$ cat src/rtl/crypto_pkg.sv
// crypto_pkg: shared mode codes, FSM states and defaults for the crypto scheduler
package crypto_pkg;
    localparam int W_DEF = 16;
    localparam logic [1:0] MODE_ENC = 2'b01;
    localparam logic [1:0] MODE_DEC = 2'b10;
    typedef enum logic [2:0] {S_IDLE, S_PREP, S_ISSUE, S_WAIT, S_RESP} state_t;
    function automatic logic mode_ok(input logic [1:0] m);
        return m == MODE_ENC || m == MODE_DEC;
    endfunction
endpackage

$ cat src/rtl/crypto_sched_if.sv
// crypto_sched_if: requester-side request/response bus of the crypto scheduler
interface crypto_sched_if
    import crypto_pkg::*;
#(
    parameter int N_REQ = 2,
    parameter int W     = W_DEF
);
    logic [N_REQ-1:0]   req_valid;
    logic [2*N_REQ-1:0] req_mode;
    logic [W*N_REQ-1:0] req_key;
    logic [W*N_REQ-1:0] req_data;
    logic [N_REQ-1:0]   req_ready;
    logic [N_REQ-1:0]   resp_valid;
    logic [N_REQ-1:0]   resp_ready;
    logic [W-1:0]       resp_key;
    logic [W-1:0]       resp_data;
    logic               resp_err;
    modport master (
        output req_valid, req_mode, req_key, req_data, resp_ready,
        input  req_ready, resp_valid, resp_key, resp_data, resp_err
    );
    modport slave (
        input  req_valid, req_mode, req_key, req_data, resp_ready,
        output req_ready, resp_valid, resp_key, resp_data, resp_err
    );
endinterface

$ cat src/rtl/rr_arbiter.sv
// rr_arbiter: picks the first active request at or after ptr, wrapping around
module rr_arbiter #(
    parameter  int N_REQ = 2,
    localparam int IW    = N_REQ > 1 ? $clog2(N_REQ) : 1
) (
    input  logic [N_REQ-1:0] req,
    input  logic [IW-1:0]    ptr,
    output logic [N_REQ-1:0] gnt,
    output logic [IW-1:0]    idx,
    output logic             any
);
    logic [IW-1:0] j;
    // scan from the farthest slot back to ptr so the nearest active slot wins
    always_comb begin
        gnt = '0;
        idx = '0;
        j   = '0;
        for (int i = N_REQ - 1; i >= 0; i--) begin
            j = IW'((int'(ptr) + i) % N_REQ);
            if (req[j]) begin
                gnt    = '0;
                gnt[j] = 1'b1;
                idx    = j;
            end
        end
    end
    assign any = |req;
endmodule

$ cat src/rtl/crypto_sched.sv
// crypto_sched: round-robin scheduler sharing one crypto core between requesters
module crypto_sched
    import crypto_pkg::*;
#(
    parameter int N_REQ   = 2,
    parameter int W       = W_DEF,
    parameter int BGN_CYC = 10,
    parameter int TIMEOUT = 128
) (
    input  logic          clk,
    input  logic          rst,
    crypto_sched_if.slave bus,
    output logic          cc_rst_n,
    output logic [1:0]    cc_mode,
    output logic          cc_bgn,
    output logic [W-1:0]  cc_key,
    output logic [W-1:0]  cc_data,
    input  logic          cc_done,
    input  logic [W-1:0]  cc_key_out,
    input  logic [W-1:0]  cc_data_out,
    output logic          busy
);
    localparam int IW = N_REQ > 1 ? $clog2(N_REQ) : 1;
    localparam int CW = $clog2((TIMEOUT > BGN_CYC ? TIMEOUT : BGN_CYC) + 1);

    state_t           state;
    logic [IW-1:0]    rr_ptr, a_idx;
    logic [N_REQ-1:0] a_gnt, gnt_q, req_ready_q, resp_valid_q;
    logic             a_any, resp_err_q;
    logic [W-1:0]     resp_key_q, resp_data_q, sel_key, sel_data;
    logic [1:0]       sel_mode;
    logic [CW-1:0]    cnt;

    rr_arbiter #(.N_REQ(N_REQ)) u_arb (
        .req(bus.req_valid), .ptr(rr_ptr), .gnt(a_gnt), .idx(a_idx), .any(a_any)
    );

    assign sel_mode       = bus.req_mode[2*a_idx +: 2];
    assign sel_key        = bus.req_key[W*a_idx +: W];
    assign sel_data       = bus.req_data[W*a_idx +: W];
    assign bus.req_ready  = req_ready_q;
    assign bus.resp_valid = resp_valid_q;
    assign bus.resp_key   = resp_key_q;
    assign bus.resp_data  = resp_data_q;
    assign bus.resp_err   = resp_err_q;

    // operation sequencer: arbitrate, reset core, hold bgn, wait for done or timeout, respond
    always_ff @(posedge clk) begin
        if (rst) begin
            state        <= S_IDLE;
            rr_ptr       <= '0;
            gnt_q        <= '0;
            req_ready_q  <= '0;
            resp_valid_q <= '0;
            resp_err_q   <= 1'b0;
            resp_key_q   <= '0;
            resp_data_q  <= '0;
            cc_rst_n     <= 1'b1;
            cc_mode      <= '0;
            cc_bgn       <= 1'b0;
            cc_key       <= '0;
            cc_data      <= '0;
            cnt          <= '0;
            busy         <= 1'b0;
        end else begin
            req_ready_q <= '0;
            cnt         <= cnt + 1'b1;
            case (state)
                S_IDLE: if (a_any) begin
                    req_ready_q <= a_gnt;
                    gnt_q       <= a_gnt;
                    rr_ptr      <= IW'((int'(a_idx) + 1) % N_REQ);
                    busy        <= 1'b1;
                    cnt         <= '0;
                    if (mode_ok(sel_mode)) begin
                        state    <= S_PREP;
                        cc_rst_n <= 1'b0;
                        cc_mode  <= sel_mode;
                        cc_key   <= sel_key;
                        cc_data  <= sel_data;
                    end else begin
                        state        <= S_RESP;
                        resp_valid_q <= a_gnt;
                        resp_err_q   <= 1'b1;
                    end
                end
                S_PREP: if (cnt == CW'(1)) begin
                    state    <= S_ISSUE;
                    cc_rst_n <= 1'b1;
                    cc_bgn   <= 1'b1;
                    cnt      <= '0;
                end
                S_ISSUE: if (cnt == CW'(BGN_CYC - 1)) begin
                    state  <= S_WAIT;
                    cc_bgn <= 1'b0;
                    cnt    <= '0;
                end
                S_WAIT: if (cc_done) begin
                    state        <= S_RESP;
                    resp_valid_q <= gnt_q;
                    resp_err_q   <= 1'b0;
                    resp_key_q   <= cc_key_out;
                    resp_data_q  <= cc_data_out;
                end else if (cnt == CW'(TIMEOUT - 1)) begin
                    state        <= S_RESP;
                    resp_valid_q <= gnt_q;
                    resp_err_q   <= 1'b1;
                    resp_key_q   <= '0;
                    resp_data_q  <= '0;
                    cc_rst_n     <= 1'b0;
                end
                S_RESP: begin
                    cc_rst_n <= 1'b1;
                    if (|(bus.resp_ready & gnt_q)) begin
                        state        <= S_IDLE;
                        resp_valid_q <= '0;
                        resp_err_q   <= 1'b0;
                        resp_key_q   <= '0;
                        resp_data_q  <= '0;
                        busy         <= 1'b0;
                    end
                end
                default: state <= S_IDLE;
            endcase
        end
    end
endmodule

$ cat src/flat_wrapper.sv
// flat-port wrapper written by rule: the top's interface ports become plain ports
module crypto_sched_flat import crypto_pkg::*;
#(
    parameter int N_REQ   = 2,
    parameter int W       = W_DEF,
    parameter int BGN_CYC = 10,
    parameter int TIMEOUT = 128
)
  (clk, rst, cc_rst_n, cc_mode, cc_bgn, cc_key, cc_data, cc_done, cc_key_out, cc_data_out, busy, bus_req_valid, bus_req_mode, bus_req_key, bus_req_data, bus_resp_ready, bus_req_ready, bus_resp_valid, bus_resp_key, bus_resp_data, bus_resp_err);
  crypto_sched_if #(.N_REQ(N_REQ), .W(W)) bus_i ();
  input  logic clk;
  input  logic rst;
  output logic cc_rst_n;
  output logic [1:0] cc_mode;
  output logic cc_bgn;
  output logic [W-1:0] cc_key;
  output logic [W-1:0] cc_data;
  input  logic cc_done;
  input  logic [W-1:0] cc_key_out;
  input  logic [W-1:0] cc_data_out;
  output logic busy;
  input wire logic [$bits(bus_i.req_valid)-1:0] bus_req_valid;
  input wire logic [$bits(bus_i.req_mode)-1:0] bus_req_mode;
  input wire logic [$bits(bus_i.req_key)-1:0] bus_req_key;
  input wire logic [$bits(bus_i.req_data)-1:0] bus_req_data;
  input wire logic [$bits(bus_i.resp_ready)-1:0] bus_resp_ready;
  output wire logic [$bits(bus_i.req_ready)-1:0] bus_req_ready;
  output wire logic [$bits(bus_i.resp_valid)-1:0] bus_resp_valid;
  output wire logic [$bits(bus_i.resp_key)-1:0] bus_resp_key;
  output wire logic [$bits(bus_i.resp_data)-1:0] bus_resp_data;
  output wire logic [$bits(bus_i.resp_err)-1:0] bus_resp_err;
  assign bus_i.req_valid = bus_req_valid;
  assign bus_i.req_mode = bus_req_mode;
  assign bus_i.req_key = bus_req_key;
  assign bus_i.req_data = bus_req_data;
  assign bus_i.resp_ready = bus_resp_ready;
  assign bus_req_ready = bus_i.req_ready;
  assign bus_resp_valid = bus_i.resp_valid;
  assign bus_resp_key = bus_i.resp_key;
  assign bus_resp_data = bus_i.resp_data;
  assign bus_resp_err = bus_i.resp_err;
  crypto_sched #(.N_REQ(N_REQ), .W(W), .BGN_CYC(BGN_CYC), .TIMEOUT(TIMEOUT)) u_core (.clk(clk), .rst(rst), .bus(bus_i), .cc_rst_n(cc_rst_n), .cc_mode(cc_mode), .cc_bgn(cc_bgn), .cc_key(cc_key), .cc_data(cc_data), .cc_done(cc_done), .cc_key_out(cc_key_out), .cc_data_out(cc_data_out), .busy(busy));
endmodule
$ cat config.mk
export PLATFORM = sky130hd
export DESIGN_NAME = crypto_sched_flat
export DESIGN_NICKNAME = d
export VERILOG_FILES = /design/src/rtl/crypto_pkg.sv /design/src/rtl/crypto_sched_if.sv /design/src/rtl/rr_arbiter.sv /design/src/rtl/crypto_sched.sv /design/src/flat_wrapper.sv
export SDC_FILE = /design/constraint.sdc
export NUM_CORES = 1
export LEC_CHECK = 0
export ABC_AREA = 0
export BUFFER_PORTS_ARGS = -buffer_cell sky130_fd_sc_hd__buf_2
export CORE_MARGIN = 1
export CORE_UTILIZATION = 40
export CTS_BUF_LIST = sky130_fd_sc_hd__clkbuf_8 sky130_fd_sc_hd__clkbuf_16
export DETAILED_ROUTE_END_ITERATION = 12
export GPL_TIMING_DRIVEN = 1
export PLACE_DENSITY_LB_ADDON = 0.1
export SETUP_SLACK_MARGIN = 0.3
export SLEW_MARGIN = 10
export SYNTH_ARGS = -nofsm -noshare
export SYNTH_HDL_FRONTEND = slang
export SYNTH_SLANG_ARGS = --single-unit
$ cat constraint.sdc
create_clock -name clk -period 2.51 [get_ports clk]
set_clock_uncertainty 0.05 [all_clocks]
set_input_delay 0.1255 -clock clk [delete_from_list [all_inputs] [get_ports clk]]
set_output_delay 0.1255 -clock clk [all_outputs]
set_load 0.005 [all_outputs]
==> flow_results.org <==
** Status
- The run finished with clean final reports.

** Pwr
- The analysis attributes to cell leakage a power of 2.59 nW.
- Across the VDD grid, the largest voltage drop is 0.000329 V.
- Power per cell area :: 628 mW/mm^2
- Tot Pwr :: 3.70 mW

** Final layout
- Area delta synth->final :: 48.6%
- Inserted Diodes :: 0
- Layout cell share with drive strength beyond 1 :: 30.3%
- After the last flow step, the layout net total stands at 823.
- Cells fill 62.5% of the core in the end.
- The finished layout holds 848 standard cells, fillers aside.

** Flow run
- Number of max-cap violations :: 0

** Floorplanning
- The floorplan step defined a die boundary enclosing 0.0103 mm^2.
- Horiz. Die Dim :: 102 um
- Pin placement for this block handled 181 I/O pins.
- Overall die height :: 102 um
- Effective utilization at floorplan :: 42.1%
- The initialized floorplan defines 35 standard-cell rows.
- The core region is 0.00942 mm^2.

** Global route
- All-Layer GR Usage :: 22.8%
- Congestion Overflow GR :: 0
- The via count of the first global-routing pass is 3951.
- For this run, global-route usage on met3 was measured as 5.04%.
- Wire length of the first global-routing pass :: 18.7 mm
- Initial antenna violation count :: 0
- Global routing consumed, on the met1 layer, 28.8% of the routing resources.
- Layer with the highest usage :: met2
- Global routing consumed, on the met2 layer, 38.6% of the routing resources.
- Entering global routing, the biggest net connects 66 pins.

** Place
- After detailed placement, the design holds a cell count of 754.
- Placed wire-length estimate :: 7.55 mm
- Placer's final routability congestion estimate :: 0.792
- In this run the tool buffered the top-level ports with 180 buffer cells.

** Clock network
- The longest clock path from root to sink contains 2 buffers.
- The tree is rooted in a sky130_fd_sc_hd__clkbuf_8.
- Clock tree synthesis found a total of 88 sinks.
- CTS H-Tree Depth :: 3
- Clock transition at the registers of the reported paths :: 0.10 ns
- TritonCTS clock tree :: yes
- Cts bufs inserted :: 9
- The later pin in the worst-skew pair is clocked with a latency of 0.35 ns.

** Drt
- The count of nets left with antenna violations once routing finished came out at 0.
- Detailed routing inserted a total of 4258 vias.
- First DRT Iteration DRCs :: 184
- Dividing the detail-routed wire length by the instance count gives 14.0 um.
- For this run, the detailed router's first-pass iteration total came to 5.
- For this block, the routed nets add up to 11.9 mm of wire.
- Vias per cell :: 5.02
- DRC :: 0

** Timing
- Setup repair after global routing left no endpoint under its margin.
- The total count of max-transition violations in the final report is 0.
- Maximum achievable frequency :: 504 MHz
- For the pin with the worst max-slew slack, the measured transition is 0.479 ns.
- Relative slew slack :: 68.1%
- Endpoints failing hold :: 0
- Post-route clock period utilization :: 79.0%
- Number of failing setup endpoints in the final timing report :: 0
- Adding up every negative setup slack in the final design gives 0 ns.
- The worst path needs 1.98 ns of the cycle, external delays included.
- Hold Worst Slack :: 0.0115 ns

** Worst setup path
- For this design, the slowest cell found on the critical path is sky130_fd_sc_hd__dfxtp_1.
- Setup crit end kind :: register
- STA puts the critical path data arrival time at 2.20 ns.
- Chain of cells forming the critical path :: nor3_4 -> o21ai_2 -> and3b_2 -> buf_12 -> nor2_1 -> a311oi_1
- Startpoint Class :: register
- CP required :: 2.72 ns
- The critical path is of the register to register type.
- Of all nets on the critical path, the largest fanout is 65.
- Slowest cell delay on critical path :: 0.45 ns

** Synth
- After synthesis, the mean cell area works out to 8.32 um^2.
- After synthesis, the most frequently instantiated cells are 88 x sky130_fd_sc_hd__dfxtp_1, 73 x sky130_fd_sc_hd__nand2_1, 49 x sky130_fd_sc_hd__nor2_1.
- Sequential elements use 44.5% of the synthesized area.
- Yosys instantiated no cell more often than sky130_fd_sc_hd__dfxtp_1.
- The number of nets handed over by synthesis was 585.
- Combined area of all synthesized cells :: 0.00396 mm^2
- Post-synthesis cell type with the largest combined area :: sky130_fd_sc_hd__dfxtp_1
- Cells after synthesis :: 476
- Number of library cell types mapped by synthesis :: 48
- Yosys attributes the largest share of cell area to sky130_fd_sc_hd__dfxtp_1 44%, sky130_fd_sc_hd__nand2_1 6.9%, sky130_fd_sc_hd__a311oi_1 6.6%.
- Synth async-reset ratio :: 0%
- Yosys printed 0 warnings.
- Post-synthesis register bit count :: 88
- Yosys mapped a number of flops with a built-in enable equal to 0.
- Post-synth top area share :: 44.5%
- Leading register cell type out of synthesis :: sky130_fd_sc_hd__dfxtp_1

** Hold path
- The min-delay analysis places its worst path in the category input pin to register.
==> timing repair <==
| action | in CTS | in global routing |
|---|---|---|
| hold endpoints to repair | 62 | 0 |
| hold buffers | 78 | 0 |
| setup endpoints to repair | 0 | 0 |
| buffers inserted | 0 | 0 |
| resized for setup | 0 | 0 |
==> state kept, by name, summed over array words and instances, names as in the netlist <==
name,flops
u_core.cc_data,16
u_core.cnt,8
u_core.cc_bgn,1
u_core.busy,1
u_core.bus.req_ready,2
u_core.bus.resp_data,16
u_core.cc_mode,2
u_core.cc_rst_n,1
u_core.cc_key,16
u_core.bus.resp_err,1
u_core.bus.resp_key,16
u_core.bus.resp_valid,2
u_core.gnt_q,2
u_core.state,3
u_core.rr_ptr,1
==> final timing paths <==
kind	slack [ns]	from	depth (start not counted)	end
worst max-delay path	0.53	u_core.state[0]	6	u_core.cc_key[1]
worst min-delay path	0.01	bus_req_key[27]	3	u_core.cc_key[11]
worst max register to register	0.53	u_core.state[0]	6	u_core.cc_key[1]
worst min register to register	0.41	u_core.bus.resp_err	2	u_core.bus.resp_err
==> final cells by class <==
type	count	area, um^2
fill	791	3530
timing repair buffer	269	1790
clock buffer	9	124
clock inverter	7	50.0
inverter	5	18.8
multi-input combinational	341	1980
sequential	88	1760
tap	129	161
==> power by group <==
part	leakage, nW	internal, mW	switching (mW)	total (mW)
clock network	0.0749	0.357	0.525	0.882
logic	1.80	0.542	0.572	1.11
registers	0.719	1.58	0.121	1.70
==> stage by stage <==
| step | worst slack [ns] | area [um^2] |
|---|---|---|
| final | 0.527 | 5880 |
| after global routing | 0.388 | 5880 |
| after CTS | 0.563 | 5880 |
| after detailed placement | 0.595 | 4930 |
| after global placement | 0.591 | 4930 |
| after floorplan | 0.796 | 3960 |
==> critical path, delay by kind of cell, from the launching register on <==
kind	cells	cell delay, ns
and+or+nand+nor	3	0.68
DFF	1	0.45
AOI/OAI and AO/OA	2	0.42
buffers and inverters	1	0.27
==> cell families (layout without fill, tap and decap cells) <==
kind of cell,count (synthesis),in the layout,synth area share [%]
DFF,88,88,44.5
buffers and inverters,47,290,5.75
xor gates and xnor gates,8,8,1.77
muxes,4,4,1.11
and+or+nand+nor,229,229,29.1
adders and majority gates,2,2,0.632
AOI/OAI and AO/OA,98,98,17.2
==> routing by layer <==
metal	up-vias	wire, um
li1	2155	-
met1	1933	5280
met2	157	5640
met3	13	824
met4	0	161
met5	-	0
==> cell usage in the layout, fill, tap and decap left out, types with 2 or more instances in the layout <==
| cell type | instances |
|---|---|
| sky130_fd_sc_hd__a211oi_1 | 3 |
| sky130_fd_sc_hd__a21o_1 | 3 |
| sky130_fd_sc_hd__a21oi_1 | 11 |
| sky130_fd_sc_hd__a22oi_1 | 2 |
| sky130_fd_sc_hd__a311oi_1 | 30 |
| sky130_fd_sc_hd__a311oi_2 | 3 |
| sky130_fd_sc_hd__and3b_1 | 2 |
| sky130_fd_sc_hd__buf_12 | 2 |
| sky130_fd_sc_hd__buf_2 | 180 |
| sky130_fd_sc_hd__buf_4 | 9 |
| sky130_fd_sc_hd__clkbuf_8 | 9 |
| sky130_fd_sc_hd__clkinvlp_4 | 5 |
| sky130_fd_sc_hd__dfxtp_1 | 88 |
| sky130_fd_sc_hd__dlygate4sd3_1 | 78 |
| sky130_fd_sc_hd__ha_1 | 2 |
| sky130_fd_sc_hd__inv_1 | 6 |
| sky130_fd_sc_hd__mux2_2 | 3 |
| sky130_fd_sc_hd__nand2_1 | 73 |
| sky130_fd_sc_hd__nand2b_1 | 7 |
| sky130_fd_sc_hd__nand3_1 | 40 |
| sky130_fd_sc_hd__nand3b_1 | 33 |
| sky130_fd_sc_hd__nor2_1 | 49 |
| sky130_fd_sc_hd__nor2b_1 | 6 |
| sky130_fd_sc_hd__nor3_1 | 4 |
| sky130_fd_sc_hd__nor4_1 | 2 |
| sky130_fd_sc_hd__o21ai_0 | 34 |
| sky130_fd_sc_hd__o21ai_1 | 2 |
| sky130_fd_sc_hd__o21bai_1 | 3 |
| sky130_fd_sc_hd__xnor2_1 | 3 |
| sky130_fd_sc_hd__xor2_1 | 5 |
(Power assumes the default switching activity.)
